**src/rtl/wb_pkg.sv**
```systemverilog
// Shared types and constants for the writeback arbiter and its LSU result buffer.
package wb_pkg;

  localparam int XLEN       = 32;
  localparam int REG_ADDR_W = 5;
  localparam int NUM_REGS   = 32;

  typedef struct packed {
    logic [REG_ADDR_W-1:0] rd;
    logic [XLEN-1:0]       data;
  } wb_entry_t;

  typedef enum logic [1:0] {
    SRC_IDLE = 2'd0,
    SRC_ALU  = 2'd1,
    SRC_FIFO = 2'd2
  } wb_src_e;

endpackage

```
**src/rtl/wb_fifo.sv**
```systemverilog
// Small synchronous FIFO buffering LSU writeback entries; count-based full/empty.
module wb_fifo
  import wb_pkg::*;
#(
  parameter int DEPTH = 2
) (
  input  logic      clk,
  input  logic      rst_n,
  input  logic      push,
  input  logic      pop,
  input  wb_entry_t din,
  output wb_entry_t head,
  output logic      full,
  output logic      empty
);

  localparam int PTR_W = (DEPTH > 1) ? $clog2(DEPTH) : 1;
  localparam int CNT_W = $clog2(DEPTH + 1);

  wb_entry_t        mem [DEPTH];
  logic [PTR_W-1:0] wr_ptr;
  logic [PTR_W-1:0] rd_ptr;
  logic [CNT_W-1:0] count;
  logic             do_push;
  logic             do_pop;

  assign full    = (count == CNT_W'(DEPTH));
  assign empty   = (count == '0);
  assign do_push = push && !full;
  assign do_pop  = pop && !empty;
  assign head    = mem[rd_ptr];

  // NOTE: storage has no reset; the count alone decides which entries are valid.
  always_ff @(posedge clk) begin
    if (do_push) mem[wr_ptr] <= din;
  end

  // NOTE: sequential state uses non-blocking assignments so all registers update together.
  always_ff @(posedge clk) begin
    if (!rst_n) begin
      wr_ptr <= '0;
      rd_ptr <= '0;
      count  <= '0;
    end else begin
      if (do_push) wr_ptr <= wr_ptr + PTR_W'(1);
      if (do_pop)  rd_ptr <= rd_ptr + PTR_W'(1);
      case ({do_push, do_pop})
        2'b10:   count <= count + CNT_W'(1);
        2'b01:   count <= count - CNT_W'(1);
        default: count <= count;
      endcase
    end
  end

endmodule

```
**src/rtl/wb_arbiter.sv**
```systemverilog
// Merges ALU and buffered LSU results onto the single register-file write port,
// with starvation relief for loads and a per-register load-busy scoreboard.
module wb_arbiter
  import wb_pkg::*;
#(
  parameter int XLEN       = wb_pkg::XLEN,
  parameter int FIFO_DEPTH = 2,
  parameter int STARVE_MAX = 4
) (
  input  logic                  clk,
  input  logic                  rst_n,
  input  logic                  alu_valid,
  input  logic [REG_ADDR_W-1:0] alu_rd,
  input  logic [XLEN-1:0]       alu_data,
  output logic                  alu_hold,
  input  logic                  lsu_valid,
  output logic                  lsu_ready,
  input  logic [REG_ADDR_W-1:0] lsu_rd,
  input  logic [XLEN-1:0]       lsu_data,
  input  logic                  ld_issue,
  input  logic [REG_ADDR_W-1:0] ld_rd,
  output logic [NUM_REGS-1:0]   busy,
  output logic                  rf_we,
  output logic [REG_ADDR_W-1:0] rf_waddr,
  output logic [XLEN-1:0]       rf_wdata
);

  localparam int STARVE_W = $clog2(STARVE_MAX + 1);

  wb_entry_t             lsu_entry;
  wb_entry_t             alu_entry;
  wb_entry_t             fifo_head;
  wb_entry_t             sel;
  wb_src_e               src;
  logic                  fifo_full;
  logic                  fifo_empty;
  logic                  fifo_push;
  logic                  fifo_pop;
  logic [STARVE_W-1:0]   starve_cnt;
  logic [STARVE_W-1:0]   starve_next;
  logic                  hold_next;
  logic [NUM_REGS-1:0]   busy_next;

  assign lsu_entry = '{rd: lsu_rd, data: lsu_data};
  assign alu_entry = '{rd: alu_rd, data: alu_data};
  assign lsu_ready = rst_n && !fifo_full;
  assign fifo_push = lsu_valid && lsu_ready;
  assign fifo_pop  = (src == SRC_FIFO);

  wb_fifo #(
    .DEPTH (FIFO_DEPTH)
  ) u_fifo (
    .clk   (clk),
    .rst_n (rst_n),
    .push  (fifo_push),
    .pop   (fifo_pop),
    .din   (lsu_entry),
    .head  (fifo_head),
    .full  (fifo_full),
    .empty (fifo_empty)
  );

  // An ALU result arriving under alu_hold is a protocol violation and is dropped.
  // NOTE: every combinational output gets a default first so no latch is inferred.
  always_comb begin
    src = SRC_IDLE;
    sel = alu_entry;
    if (alu_hold && !fifo_empty) begin
      src = SRC_FIFO;
      sel = fifo_head;
    end else if (alu_valid && !alu_hold) begin
      src = SRC_ALU;
      sel = alu_entry;
    end else if (!fifo_empty) begin
      src = SRC_FIFO;
      sel = fifo_head;
    end
  end

  always_comb begin
    starve_next = starve_cnt;
    hold_next   = 1'b0;
    if (fifo_empty || fifo_pop) begin
      starve_next = '0;
    end else if (src == SRC_ALU) begin
      if (starve_cnt == STARVE_W'(STARVE_MAX - 1)) begin
        starve_next = '0;
        hold_next   = 1'b1;
      end else begin
        starve_next = starve_cnt + STARVE_W'(1);
      end
    end
  end

  // Clear comes first so a same-cycle issue to the same register keeps it busy.
  always_comb begin
    busy_next = busy;
    if (fifo_pop && (sel.rd != '0)) busy_next[sel.rd] = 1'b0;
    if (ld_issue && (ld_rd != '0))  busy_next[ld_rd]  = 1'b1;
    busy_next[0] = 1'b0;
  end

  always_ff @(posedge clk) begin
    if (!rst_n) begin
      rf_we      <= 1'b0;
      rf_waddr   <= '0;
      rf_wdata   <= '0;
      alu_hold   <= 1'b0;
      starve_cnt <= '0;
      busy       <= '0;
    end else begin
      rf_we      <= (src != SRC_IDLE) && (sel.rd != '0);
      alu_hold   <= hold_next;
      starve_cnt <= starve_next;
      busy       <= busy_next;
      if (src != SRC_IDLE) begin
        rf_waddr <= sel.rd;
        rf_wdata <= sel.data;
      end
    end
  end

endmodule

```
**config.mk**
```make
export PLATFORM = sky130hd
export DESIGN_NAME = wb_arbiter
export DESIGN_NICKNAME = d
export VERILOG_FILES = /design/src/rtl/wb_pkg.sv /design/src/rtl/wb_fifo.sv /design/src/rtl/wb_arbiter.sv
export SDC_FILE = /design/constraint.sdc
export NUM_CORES = 1
export LEC_CHECK = 0
export ABC_AREA = 1
export CAP_MARGIN = 10
export CORE_ASPECT_RATIO = 0.7
export CORE_UTILIZATION = 49
export DETAILED_ROUTE_END_ITERATION = 8
export GPL_ROUTABILITY_DRIVEN = 0
export PLACE_DENSITY_LB_ADDON = 0.08
export SETUP_SLACK_MARGIN = 0.4
export SLEW_MARGIN = 20
export SYNTH_ARGS = -nofsm -noshare
export SYNTH_HDL_FRONTEND = slang
export SYNTH_SLANG_ARGS = --single-unit
```
**constraint.sdc**
```tcl
create_clock -name clk -period 3.5 [get_ports clk]
set_clock_uncertainty 0.15 [all_clocks]
set_input_delay 0.525 -clock clk [delete_from_list [all_inputs] [get_ports clk]]
set_output_delay 0.525 -clock clk [all_outputs]
set_load 0.05 [all_outputs]
```
* After elaboration in Yosys (flattened, before gate mapping)
Memories as Yosys holds them, arrays and structs flattened. A register that Yosys moved wholly into a read port is not among the register bits.
Index checks and enable logic that the tools add are counted.
** Storage, ports and cells
- Flip-flop bits (word level) :: 78
- Memory bits (writable) :: 74
- Output and inout port bits :: 72
- Memories :: 1
** Operators by class
- $add $sub $neg :: 5
- Order comparisons :: 4
- Eq/ne operators :: 6
- Muxes and demuxes :: 19
- Bitwise operators :: 5
- Reductions and logical operators :: 22
** Memory list
- u_fifo.mem :: depth 2, bits a word 37, read ports 1, clocked after Yosys merged registers in 1, wr ports 1, line wb_fifo.sv:20 : wb_entry_t mem [DEPTH];
** Operators by type and width (count)
- 37-bit two-way mux :: 3
- 32-bit two-way mux :: 2
- 32-bit bitwise AND :: 1
- 32-bit NOT :: 1
- 32-bit OR :: 1
- 5-bit by 6-bit less-than comparator with 1-bit output (second input constant) :: 2
- 1-bit logical AND :: 11
- 1-bit demux with 5-bit select :: 2
- 5-bit by 1-bit >= comparator with 1-bit output (second input constant) :: 2
- 5-bit nonzero test :: 2
- 1-bit two-way mux :: 7
- 2-bit equality test (second input constant) :: 3
- 2-bit two-way mux :: 3
- 2-bit by 1-bit equality test with 1-bit output (second input constant) :: 2
- 2-bit case mux with 2 select lines :: 1
- 2-bit nonzero test :: 2
- 3-bit by 1-bit adder with 3-bit output (second input constant) :: 1
- 3-bit by 2-bit equality test with 1-bit output (second input constant) :: 1
- 1-bit zero test :: 3
- 3-bit two-way mux :: 1
- 3-bit OR reduction :: 1
- 1-bit adder (second input constant) :: 2
- 2-bit by 1-bit adder with 2-bit output (second input constant) :: 1
- 2-bit zero test :: 1
- 4 further kinds :: 5

* Logic depth before layout (Yosys ltp)
Gate-level depths: netlist of the first run.
- Depth in word-level cells :: 13
- Mapped depth :: 13
- Depth with buffers taken out :: 12

* By module
A second synthesis of the first run with hierarchy kept.
** Unflattened totals
- Cell total of the unflattened synthesis :: 632
- Area, all modules :: 6562.5 µm²
** Modules (own cells, without submodules)
- wb_arbiter :: times used 1, cells an instance 477, area each 3490.8 µm², sequential area each 1461.4 µm²
- wb_fifo :: times used 1, cells an instance 155, area each 3071.7 µm², sequential area each 2322.2 µm²

* Least setup slack after synthesis of the first run
OpenSTA, ideal clock, no wires.
- Kind :: input-to-reg
- Start :: input port rst_n
- End :: memory u_fifo.mem[0][0] (netlist bit), enable pin
- Arrival time :: 3.534 ns
- Data required time :: 2.919 ns
- Slack :: -0.615 ns
- Cell stages on the path :: 5
- Buffers on the path :: 1
- Cell sequence :: clkbuf_1 > inv_1 > a21oi_1 > nand2_1 > nor2_1
** On the way
- Word-level cells in the longest chain between the ends :: 5
** Ends and longest elaborated chain
- start: declaration :: line wb_arbiter.sv:11 : input logic rst_n,
- 1-bit logical AND :: line wb_arbiter.sv:46 : assign lsu_ready = rst_n && !fifo_full;
- via lsu_ready :: line wb_arbiter.sv:17 : output logic lsu_ready,
- 1-bit logical AND :: line wb_arbiter.sv:47 : assign fifo_push = lsu_valid && lsu_ready;
- 1-bit logical AND :: line wb_fifo.sv:29 : assign do_push = push && !full;
- 1-bit two-way mux :: line wb_fifo.sv:35 : if (do_push) mem[wr_ptr] <= din;
- 1-bit two-way mux (not written as such) :: line wb_fifo.sv:35
- end: declaration :: line wb_fifo.sv:20
The timed path passes the listed nets, and every way through them passes these cells.

* Worst setup path after layout of the first run
- Start :: register alu_hold
- End :: output port alu_hold
** RTL lines
- start: declaration :: line wb_arbiter.sv:15 : output logic alu_hold,
- start signal: assignment :: line wb_arbiter.sv:113 : alu_hold <= hold_next;
No word-level cell between the ends.

==> flow_summary.json, run 1 <==
{
  "synthesis_to_finish_area_growth_pct": 35.4,
  "dr.pass1.iters": 7,
  "crit_path_top_delay_cell": "sky130_fd_sc_hd__clkdlybuf4s50_1",
  "crit_path_end_kind": "output port",
  "worst_hold_path.endpoint": "starve_cnt[0]",
  "crit_cells": 1,
  "crit_type": "reg -> out",
  "worst-r2r-setup-slack_ps": 1240,
  "postCtsSetupBuffers": 0,
  "grt_antenna_before_repair": 0,
  "synth_most_common_cell": "sky130_fd_sc_hd__nand2_1",
  "synth_async_sr_flop_share_pct": 0,
  "hold_path_depth": 1,
  "final-setup-viol-count": 0,
  "clk_pin_slew_worst_paths_ps": 60,
  "ctsRootBufferMaster": "sky130_fd_sc_hd__clkbuf_16",
  "synth_largest_area_cell": "sky130_fd_sc_hd__edfxtp_1",
  "total_of_flip_flops_plus_latches_after_synthesis": 152,
  "holdBufCountCts": 0,
  "crit_path_max_fanout": 3,
  "synth.yosys.seq_area_share_pct": 59.3,
  "timing.final.hold_violations": 0,
  "port_buffers": 154,
  "coreArea_mm2": 0.0125,
  "number_of_enable_flip_flop_cells_after_synthesis": 74,
  "r2r_end": "busy[1]",
  "route.detailed.vias_per_inst": 5.28,
  "io-pin-count": 156,
  "dp_hpwl_mm": 11.1,
  "synth_cell_types": 36,
  "finalSetupTns_ps": 0,
  "worst_path_largest_cell_delay_ps": 890,
  "timing.fmax_mhz": 409,
  "critPathLaunchType": "flop",
  "tritoncts": "yes",
  "synth.top_cell.area_share_pct": 34.8,
  "initial_core_util_pct": 50.9,
  "ir_drop_uv": 483,
  "detail-route-antenna-nets": 0,
  "clock_insertion_delay_worst_skew_ps": 420,
  "critical_path.reg2reg.startpoint": "u_fifo.count[0]",
  "route.detailed.wl_per_inst_um": 16.2,
  "placement.cell_area_mm2": 0.00810,
  "finish.net_count": 901,
  "relSlewSlack_pct": 49.0,
  "drv.max_cap_violation_count": 0,
  "drcViolationCount": 22,
  "postSynthAreaPerCell_um2": 9.63,
  "die-width_um": 138,
  "rsz0062_at_grt": "no",
  "cellPowerDensity_mw_per_mm2": 541,
  "htree_num_levels": 4,
  "drt-initial-drc-count": 321,
  "layout.cells.non_filler": 990,
  "placementRows": 34,
  "min_path_type": "reg -> reg",
  "timing.final.max_slew_violations": 0,
  "overall_via_count_from_detail_route": 5223,
  "crit_required_ps": 2820,
  "yosysWarnings": 0,
  "critical_path.cell_chain": "clkdlybuf4s50_1",
  "critPathBufInv": 1,
  "outcome": "complete, but fails checks",
  "gr-total-overflow": 0,
  "wl_mm": 16.0,
  "hold_path.startpoint": "starve_cnt[0]",
  "timing.reg2reg.worst_path_depth": 7,
  "numCtsBuffers": 17,
  "synth_top_flop_cell": "sky130_fd_sc_hd__dfxtp_1",
  "synth.top_cells.by_count": "sky130_fd_sc_hd__nand2_1 (208), sky130_fd_sc_hd__dfxtp_1 (78), sky130_fd_sc_hd__edfxtp_1 (74), sky130_fd_sc_hd__nor2_1 (52), sky130_fd_sc_hd__inv_1 (32)",
  "synth.top_cells.by_area": "sky130_fd_sc_hd__edfxtp_1 (35%), sky130_fd_sc_hd__dfxtp_1 (24%), sky130_fd_sc_hd__nand2_1 (12%)",
  "critical_path.top_delay_family": "buffers and inverters",
  "finalInstanceArea_mm2": 0.00864,
  "antenna-diode-count": 0,
  "maximum_number_of_pins_on_one_net_before_global_route_repair": 59,
  "grt_pass1_wl_mm": 25.7,
  "max-clock-path-buffers": 2,
  "cts_sink_count": 152,
  "p_leak_uw": 0.00316,
  "failed_checks": "design-rule violations",
  "critical_path_data_arrival_time_ps": 1770,
  "period_needed_ps": 2450,
  "die_h_um": 97.5,
  "syn_area_mm2": 0.00638,
  "p_total_uw": 4680,
  "dpl.cell_count": 958,
  "number_of_global_route_vias_before_repair": 5159,
  "post_route_cells_drive_above_1_share_pct": 14.4,
  "finalCritPeriodShare_pct": 69.9,
  "die_area_mm2": 0.0135,
  "post_cts_resized": 0,
  "grt_util_all_layers_pct": 24.7,
  "worstMarginPinSlew_ps": 764,
  "synth_cells": 663,
  "syn-num-nets": 749
}
## report_power, final
| part | internal (uW) | switching, uW |
|---|---|---|
| registers | 1970 | 54.6 |
| clock network | 922 | 764 |
| logic | 325 | 638 |
## metrics by stage
stage	worst slack, ps	utilization (%)	hold slack, ps
2_1_floorplan	680	-	255
3_3_place_gp	691	64.5	262
3_5_place_dp	638	64.5	276
4_1_cts	1040	68.9	301
5_1_grt	877	68.9	306
6_report	1050	68.9	300
## metal layers
metal	track usage, %	part of all wire (%)	up-vias
met5	0	0	-
met4	7.95	1.3	0
met3	5.52	7.5	21
met2	38.6	45	217
met1	34.0	46	2439
li1	-	-	2546
## placed cells by master, fill, tap and decap left out, types with 9 or more instances in the layout
| cell type | Yosys | routed |
|---|---|---|
| sky130_fd_sc_hd__inv_1 | 32 | 31 |
| sky130_fd_sc_hd__a31oi_1 | 19 | 19 |
| sky130_fd_sc_hd__o211ai_1 | 15 | 15 |
| sky130_fd_sc_hd__nor2_1 | 52 | 49 |
| sky130_fd_sc_hd__nand2_1 | 208 | 208 |
| sky130_fd_sc_hd__or2_2 | 10 | 10 |
| sky130_fd_sc_hd__edfxtp_1 | 74 | 74 |
| sky130_fd_sc_hd__clkdlybuf4s50_1 | 0 | 153 |
| sky130_fd_sc_hd__nand3_2 | 19 | 19 |
| sky130_fd_sc_hd__dfxtp_1 | 78 | 77 |
| sky130_fd_sc_hd__nand3_1 | 14 | 14 |
| sky130_fd_sc_hd__a21oi_2 | 19 | 20 |
| sky130_fd_sc_hd__o21ai_0 | 14 | 14 |
| sky130_fd_sc_hd__buf_4 | 2 | 9 |
| sky130_fd_sc_hd__a21oi_1 | 30 | 29 |
| sky130_fd_sc_hd__clkbuf_16 | 0 | 17 |
## area by class of cell
cell class / instances / area (um2)
Timing Repair Buffer: 165 / 1660
Multi-Input combinational cell: 440 / 2310
Sequential cell: 152 / 3780
Clock inverter: 15 / 118
Clock buffer: 17 / 425
Fill cell: 933 / 3910
Tap cell: 162 / 203
Inverter: 39 / 146
## how the worst max path moves through the flow
stage / startpoint / endpoint
global route: alu_valid / rf_waddr[3]
CTS: alu_hold / alu_hold
global placement: alu_valid / rf_waddr[0]
floorplan: rst_n / u_fifo.mem[0][0]
detailed placement: alu_valid / rf_waddr[1]
finish: alu_hold / alu_hold
## cell families after synthesis
kind of cell             count (synthesis)  share of synthesized area, %
AND/OR/NAND/NOR                        324                          23.3
flip-flops                             152                          59.3
AO/OA/AOI/OAI                          113                          12.0
buffers and inverters                   71                          4.96
adder cells (fa/ha/maj)                  2                         0.392
other                                    1                        0.0587
## flip-flops by register name (all words and copies together), names as in the netlist, named ones only
| register | cells |
|---|---|
| u_fifo.mem | 74 |
| rf_wdata | 32 |
| busy | 31 |
| rf_waddr | 5 |
| starve_cnt | 3 |
| u_fifo.count | 2 |
| alu_hold | 1 |
| rf_we | 1 |
| u_fifo.rd_ptr | 1 |
| u_fifo.wr_ptr | 1 |
Power figures use the tool's default switching activity.
==> inputs of run 2 (changes only) <==
==> constraint.sdc (replaced) <==
create_clock -name clk -period 2.3 [get_ports clk]
set_clock_uncertainty 0.15 [all_clocks]
set_input_delay 0.345 -clock clk [delete_from_list [all_inputs] [get_ports clk]]
set_output_delay 0.345 -clock clk [all_outputs]
set_load 0.05 [all_outputs]
==> run 2 against run 1 <==
The flow still finishes with violations (design-rule violations). Critical path type is now reg -> reg. Register-to-register slack worse by 900 ps. Die area unchanged. Utilization up 5.9 points. Non-clock buffer count up 41. Via count up 6.2%. Design area up 8.6%. Sequential share of layout area down 3.3 points.
==> flow_summary.json, run 2 (synthesis gave the netlist of run 1 again) <==
{
  "period_needed_ps": 1960,
  "critical_path_data_arrival_time_ps": 2090,
  "coreArea_mm2": 0.0125,
  "finalInstanceArea_mm2": 0.00939,
  "power.share.switching_pct": 32.2,
  "port_buffers": 154,
  "maximum_number_of_pins_on_one_net_before_global_route_repair": 59,
  "r2r_end": "busy[14]",
  "final-seq-area_mm2": 0.00380,
  "route.detailed.vias_per_inst": 5.38,
  "cts_sink_count": 152,
  "p_comb_share_pct": 24.0,
  "crit_cells": 10,
  "layout.cells.non_filler": 1032,
  "wl_mm": 18.3,
  "failed_checks": "design-rule violations",
  "max-clock-path-buffers": 2,
  "p_leak_uw": 0.00378,
  "crit_required_ps": 2430,
  "die_h_um": 97.5,
  "route.detailed.wl_per_inst_um": 17.7,
  "grt_util_all_layers_pct": 26.0,
  "crit_path_max_fanout": 11,
  "clk_pwr_share_pct": 34.9,
  "overall_via_count_from_detail_route": 5549,
  "detail-route-antenna-nets": 0,
  "worst-r2r-setup-slack_ps": 340,
  "largest_register_ffs": 74,
  "placement.cell_area_mm2": 0.00833,
  "worstMarginPinSlew_ps": 788,
  "cp-endpoint": "busy[14]",
  "final-setup-viol-count": 0,
  "numCtsBuffers": 17,
  "worst_path_largest_cell_delay_ps": 380,
  "rsz0062_at_grt": "yes",
  "clock_insertion_delay_worst_skew_ps": 420,
  "antenna-diode-count": 0,
  "gr-total-overflow": 0,
  "dp_worst_setup_slack_ps": -123,
  "dpl.cell_count": 977,
  "min_path_type": "reg -> reg",
  "number_of_global_route_vias_before_repair": 5323,
  "crit_path_end_kind": "flop",
  "p_seq_share_pct": 41.1,
  "final_cell_mix": "sky130_fd_sc_hd__nand2_1 (182), sky130_fd_sc_hd__clkdlybuf4s50_1 (81), sky130_fd_sc_hd__dfxtp_1 (74), sky130_fd_sc_hd__edfxtp_1 (74), sky130_fd_sc_hd__dlygate4sd2_1 (71)",
  "final_common_cell": "sky130_fd_sc_hd__nand2_1",
  "critPathLaunchType": "flop",
  "critical_path.cell_chain": "buf_8, nand2_1, o21ai_1, nand2_1, nand2_4, nand3_2, nor2_1, nand3_2, nand2_2, a21oi_2",
  "critical_path.top_delay_family": "simple AND/OR/NAND/NOR gates",
  "initial_core_util_pct": 50.9,
  "timing.reg2reg.worst_path_depth": 10,
  "finalCritPeriodShare_pct": 85.3,
  "die_area_mm2": 0.0135,
  "layout.filler_cells": 823,
  "finish.net_count": 943,
  "placementRows": 34,
  "grt_antenna_before_repair": 0,
  "dp_hpwl_mm": 11.5,
  "grt_pass1_wl_mm": 27.2,
  "power.net_switching_uw": 2420,
  "cellPowerDensity_mw_per_mm2": 799,
  "outcome": "complete, but fails checks",
  "timing.fmax_mhz": 510,
  "setup_slack_of_the_critical_path_after_layout_ps": 338,
  "htree_num_levels": 4,
  "multi_input_area_mm2": 0.00264,
  "relSlewSlack_pct": 47.5,
  "power_report.internal_total_uw": 5090,
  "timing.final.max_slew_violations": 0,
  "critPathBufInv": 1,
  "ir_drop_uv": 665,
  "crit_path_top_delay_cell": "sky130_fd_sc_hd__dfxtp_4",
  "ctsRootBufferMaster": "sky130_fd_sc_hd__clkbuf_16",
  "largest-register": "u_fifo.mem",
  "die-width_um": 138,
  "drt-initial-drc-count": 478,
  "post_route_cells_drive_above_1_share_pct": 25.9,
  "reg.largest.list": "u_fifo.mem (74), rf_wdata (32), busy (31)",
  "crit_type": "reg -> reg",
  "tritoncts": "yes",
  "dr.pass1.iters": 7,
  "timing.final.hold_violations": 0,
  "synthesis_to_finish_area_growth_pct": 47.0,
  "drv.max_cap_violation_count": 0,
  "drcViolationCount": 20,
  "clk_pin_slew_worst_paths_ps": 60,
  "io-pin-count": 156
}
## run 2: changes by cell type in the layout (fill, tap and decap cells not counted), sizes merged, moves of 4 or more
cell	before	now
clkdlybuf4s50	153	81
dlygate4sd2	0	71
buf	12	50
clkbuf	17	21
## run 2: what timing repair did
| action | 4_1_cts | 5_1_grt |
|---|---|---|
| hold buffers | 0 | 0 |
| endpoints found under the setup margin | 99 | 33 |
| setup buffers | 7 | 12 |
| pin swaps | 6 | 26 |
| gates resized for setup | 85 | 84 |
| gates cloned | 0 | 4 |
## run 2: final cells by class
| class | instances | share of cell area, % |
|---|---|---|
| multi-input cells | 441 | 28.2 |
| well taps | 162 | 2.16 |
| clock buffers | 18 | 4.68 |
| inverters | 39 | 1.73 |
| repair buffers | 206 | 21.6 |
| clock inverters | 14 | 1.21 |
| flip-flops and latches | 152 | 40.5 |
## run 2: how the worst min path moves through the flow
| stage | start | endpoint | slack (ps) | cells after the start |
|---|---|---|---|---|
| 6_report | starve_cnt[2] | starve_cnt[2] | 300 | 2 |
| 2_1_floorplan | starve_cnt[0] | starve_cnt[0] | 250 | 1 |
| 5_1_grt | busy[28] | busy[28] | 330 | 2 |
| 3_5_place_dp | starve_cnt[0] | starve_cnt[0] | 280 | 1 |
| 3_3_place_gp | starve_cnt[0] | starve_cnt[0] | 260 | 1 |
| 4_1_cts | starve_cnt[2] | starve_cnt[2] | 300 | 2 |
## run 2: per-stage QoR
stage	util, %	hold slack, ps	TNS (ps)	total power (uW)
3_5_place_dp	66.4	282	-680	4680
6_report	74.8	299	0	7500
5_1_grt	74.8	331	0	7780
3_3_place_gp	66.4	261	0	4640
4_1_cts	70.9	302	0	7290
2_1_floorplan	-	255	0	4090
## run 2: power groups by stage
| stage | Clock (uW) | Sequential, uW | Combinational, uW |
|---|---|---|---|
| 2_1_floorplan | 0 | 3410 | 678 |
| 3_3_place_gp | 0 | 3130 | 1510 |
| 3_5_place_dp | 0 | 3140 | 1540 |
| 4_1_cts | 2650 | 3080 | 1560 |
| 5_1_grt | 2760 | 3100 | 1910 |
| 6_report | 2620 | 3090 | 1800 |
## run 2: metal layers
layer  part of all wire (%)  GRT usage, %
met3                    8.1          5.32
met2                     46          40.6
met4                    2.1          9.33
met1                     43          35.8
met5                      0             0
## run 2: worst register-to-register path: stages (launching register included)
cell,delay (ps)
sky130_fd_sc_hd__dfxtp_4,380
sky130_fd_sc_hd__buf_8,150
sky130_fd_sc_hd__nand2_1,90
sky130_fd_sc_hd__o21ai_1,160
sky130_fd_sc_hd__nand2_1,170
sky130_fd_sc_hd__nand2_4,180
sky130_fd_sc_hd__nand3_2,170
sky130_fd_sc_hd__nor2_1,160
sky130_fd_sc_hd__nand3_2,100
sky130_fd_sc_hd__nand2_2,70
sky130_fd_sc_hd__a21oi_2,40
==> inputs of run 3 (changes only) <==
--- a/config.mk
+++ b/config.mk
@@ -5,7 +5,6 @@
 export SDC_FILE = /design/constraint.sdc
 export NUM_CORES = 1
 export LEC_CHECK = 0
-export ABC_AREA = 1
 export CAP_MARGIN = 10
 export CORE_ASPECT_RATIO = 0.7
 export CORE_UTILIZATION = 49
==> run 3 against run 2 <==
The flow now finishes without violations. Area after synthesis is 5.5% lower. Fmax is 6.2% higher. Sequential cell count stayed put. Largest power group unchanged.
==> flow_summary.json, run 3 <==
{
  "synth.top_cell.area_share_pct": 36.8,
  "detail-route-antenna-nets": 0,
  "ctsRootBufferMaster": "sky130_fd_sc_hd__clkbuf_16",
  "relSlewSlack_pct": 57.9,
  "number_of_global_route_vias_before_repair": 4498,
  "syn_area_mm2": 0.00603,
  "holdBufCountCts": 0,
  "maximum_number_of_pins_on_one_net_before_global_route_repair": 56,
  "crit_path_max_fanout": 8,
  "largest_register_ffs": 74,
  "synth_most_common_cell": "sky130_fd_sc_hd__dfxtp_1",
  "number_of_enable_flip_flop_cells_after_synthesis": 74,
  "ir_drop_uv": 709,
  "post_route_cells_drive_above_1_share_pct": 12.7,
  "die_area_mm2": 0.0128,
  "synthesis_to_finish_area_growth_pct": 41.3,
  "coreArea_mm2": 0.0119,
  "crit_type": "reg -> reg",
  "total_of_flip_flops_plus_latches_after_synthesis": 152,
  "htree_num_levels": 4,
  "port_buffers": 154,
  "synth.yosys.seq_area_share_pct": 62.7,
  "route.detailed.wl_per_inst_um": 17.3,
  "crit_path_end_kind": "flop",
  "rsz0062_at_grt": "yes",
  "synth_top_flop_cell": "sky130_fd_sc_hd__dfxtp_1",
  "placementRows": 33,
  "final_common_cell": "sky130_fd_sc_hd__clkdlybuf4s50_1",
  "layout.filler_cells": 822,
  "yosysWarnings": 0,
  "grt_util_all_layers_pct": 24.4,
  "timing.final.max_slew_violations": 0,
  "drcViolationCount": 0,
  "grt_pass1_wl_mm": 23.3,
  "grt_antenna_before_repair": 0,
  "numCtsBuffers": 17,
  "critical_path_data_arrival_time_ps": 2000,
  "cellPowerDensity_mw_per_mm2": 1020,
  "clock_insertion_delay_worst_skew_ps": 410,
  "finalSetupTns_ps": 0,
  "worstMarginPinSlew_ps": 627,
  "drv.max_cap_violation_count": 0,
  "clk_pin_slew_worst_paths_ps": 60,
  "route.detailed.vias_per_inst": 5.53,
  "drt-initial-drc-count": 319,
  "syn-num-nets": 640,
  "p_leak_uw": 0.00337,
  "gr-total-overflow": 0,
  "dp_worst_setup_slack_ps": 50.3,
  "max-clock-path-buffers": 2,
  "die_h_um": 94.9,
  "die-width_um": 135,
  "wl_mm": 15.3,
  "timing.final.hold_violations": 0,
  "overall_via_count_from_detail_route": 4887,
  "synth.top_cells.by_area": "sky130_fd_sc_hd__edfxtp_1 (37%), sky130_fd_sc_hd__dfxtp_1 (26%), sky130_fd_sc_hd__mux2i_1 (6.1%)",
  "io-pin-count": 156,
  "dr.pass1.iters": 5,
  "final-setup-viol-count": 0,
  "tritoncts": "yes",
  "finalCritPeriodShare_pct": 80.3,
  "crit_required_ps": 2450,
  "initial_core_util_pct": 50.9,
  "min_path_type": "reg -> reg",
  "setup_slack_of_the_critical_path_after_layout_ps": 452,
  "finish.net_count": 800,
  "period_needed_ps": 1850,
  "cts_sink_count": 152,
  "postSynthAreaPerCell_um2": 10.9,
  "outcome": "completed",
  "synth_largest_area_cell": "sky130_fd_sc_hd__edfxtp_1",
  "antenna-diode-count": 0,
  "synth_cell_types": 37,
  "timing.fmax_mhz": 541,
  "critPathLaunchType": "flop",
  "final_cell_mix": "sky130_fd_sc_hd__clkdlybuf4s50_1 (82), sky130_fd_sc_hd__dfxtp_1 (74), sky130_fd_sc_hd__edfxtp_1 (74)",
  "reg.largest.list": "u_fifo.mem (74), rf_wdata (32), busy (31)",
  "synth_async_sr_flop_share_pct": 0,
  "synth_cells": 554,
  "synth.top_cells.by_count": "sky130_fd_sc_hd__dfxtp_1 (78), sky130_fd_sc_hd__edfxtp_1 (74), sky130_fd_sc_hd__nand2_1 (69), sky130_fd_sc_hd__nor2_1 (50), sky130_fd_sc_hd__o21ai_0 (42)",
  "largest-register": "u_fifo.mem",
  "dp_hpwl_mm": 10.5
}
[run 3: changes by cell type in the layout (fill, tap and decap cells not counted), sizes merged, moves of 10 or more]
cell and delta:
o211ai +10, inv -39, buf -24, o21ai +25, nand2 -150, a31oi -19
a21oi -10, mux2i +37
[run 3: cell type report]
| cell class | instances | area, um2 | share of cell area, % |
|---|---|---|---|
| clock buffers | 18 | 429 | 5.03 |
| clock inverters | 14 | 198 | 2.32 |
| inverters | 3 | 11.3 | 0.132 |
| multi-input cells | 362 | 2230 | 26.2 |
| flip-flops and latches | 152 | 3790 | 44.5 |
| well taps | 157 | 196 | 2.30 |
| repair buffers | 178 | 1670 | 19.6 |
[run 3: worst paths after layout]
path,from,to,slack (ps),cells after the start
worst min register to register,starve_cnt[0],starve_cnt[0],280,1
worst max-delay path,flop,busy[27],450,6
worst min-delay path,starve_cnt[0],starve_cnt[0],280,1
worst max register to register,flop,busy[27],450,6
[run 3: worst max-delay path, cell delays in order, from the launching register on]
cell	delay [ps]
sky130_fd_sc_hd__dfxtp_4	420
sky130_fd_sc_hd__buf_2	220
sky130_fd_sc_hd__buf_4	160
sky130_fd_sc_hd__and3b_1	240
sky130_fd_sc_hd__o2111ai_2	250
sky130_fd_sc_hd__o211ai_1	220
sky130_fd_sc_hd__nand2_1	80
[run 3: metal layers]
metal	vias to the layer above	GRT usage, %	wire length (um)
met2	179	38.3	6890
li1	2334	-	-
met3	12	7.25	1160
met1	2362	32.8	7100
met5	-	0	0
met4	0	7.49	129
[run 3: where the power goes]
group	switching [uW]	internal (uW)
Clock	1090	1830
Sequential	156	3100
Combinational	1620	924
Total	2870	5850
[run 3: cell families (layout without fill, tap and decap cells)]
logic type / Yosys count / after routing / synth area share, %
flip-flops: 152 / 152 / 62.7
buffers and inverters: 40 / 213 / 2.80
XOR/XNOR: 3 / 3 / 0.435
AND/OR/NAND/NOR: 193 / 193 / 14.5
multiplexers: 40 / 40 / 6.76
other: 1 / 1 / 0.0621
adder cells (fa/ha/maj): 2 / 2 / 0.415
AO/OA/AOI/OAI: 123 / 123 / 12.4
[run 3: timing repair]
item	in CTS	in global routing
resized for setup	78	28
buffers inserted	5	3
endpoints found under the setup margin	131	59
endpoints found under the hold margin	0	0
pin swaps	1	2
gates cloned	0	0
[run 3: metrics by stage]
step	utilization, %	cell area, um2	power, uW	hold slack, ps	cells
floorplan	-	6050	4930	258	554
CTS	70.9	8400	8620	283	881
finish	72.0	8530	8720	281	884
global placement	65.8	7800	5660	266	844
detailed placement	65.8	7800	5730	277	844
global route	72.0	8530	9100	302	884
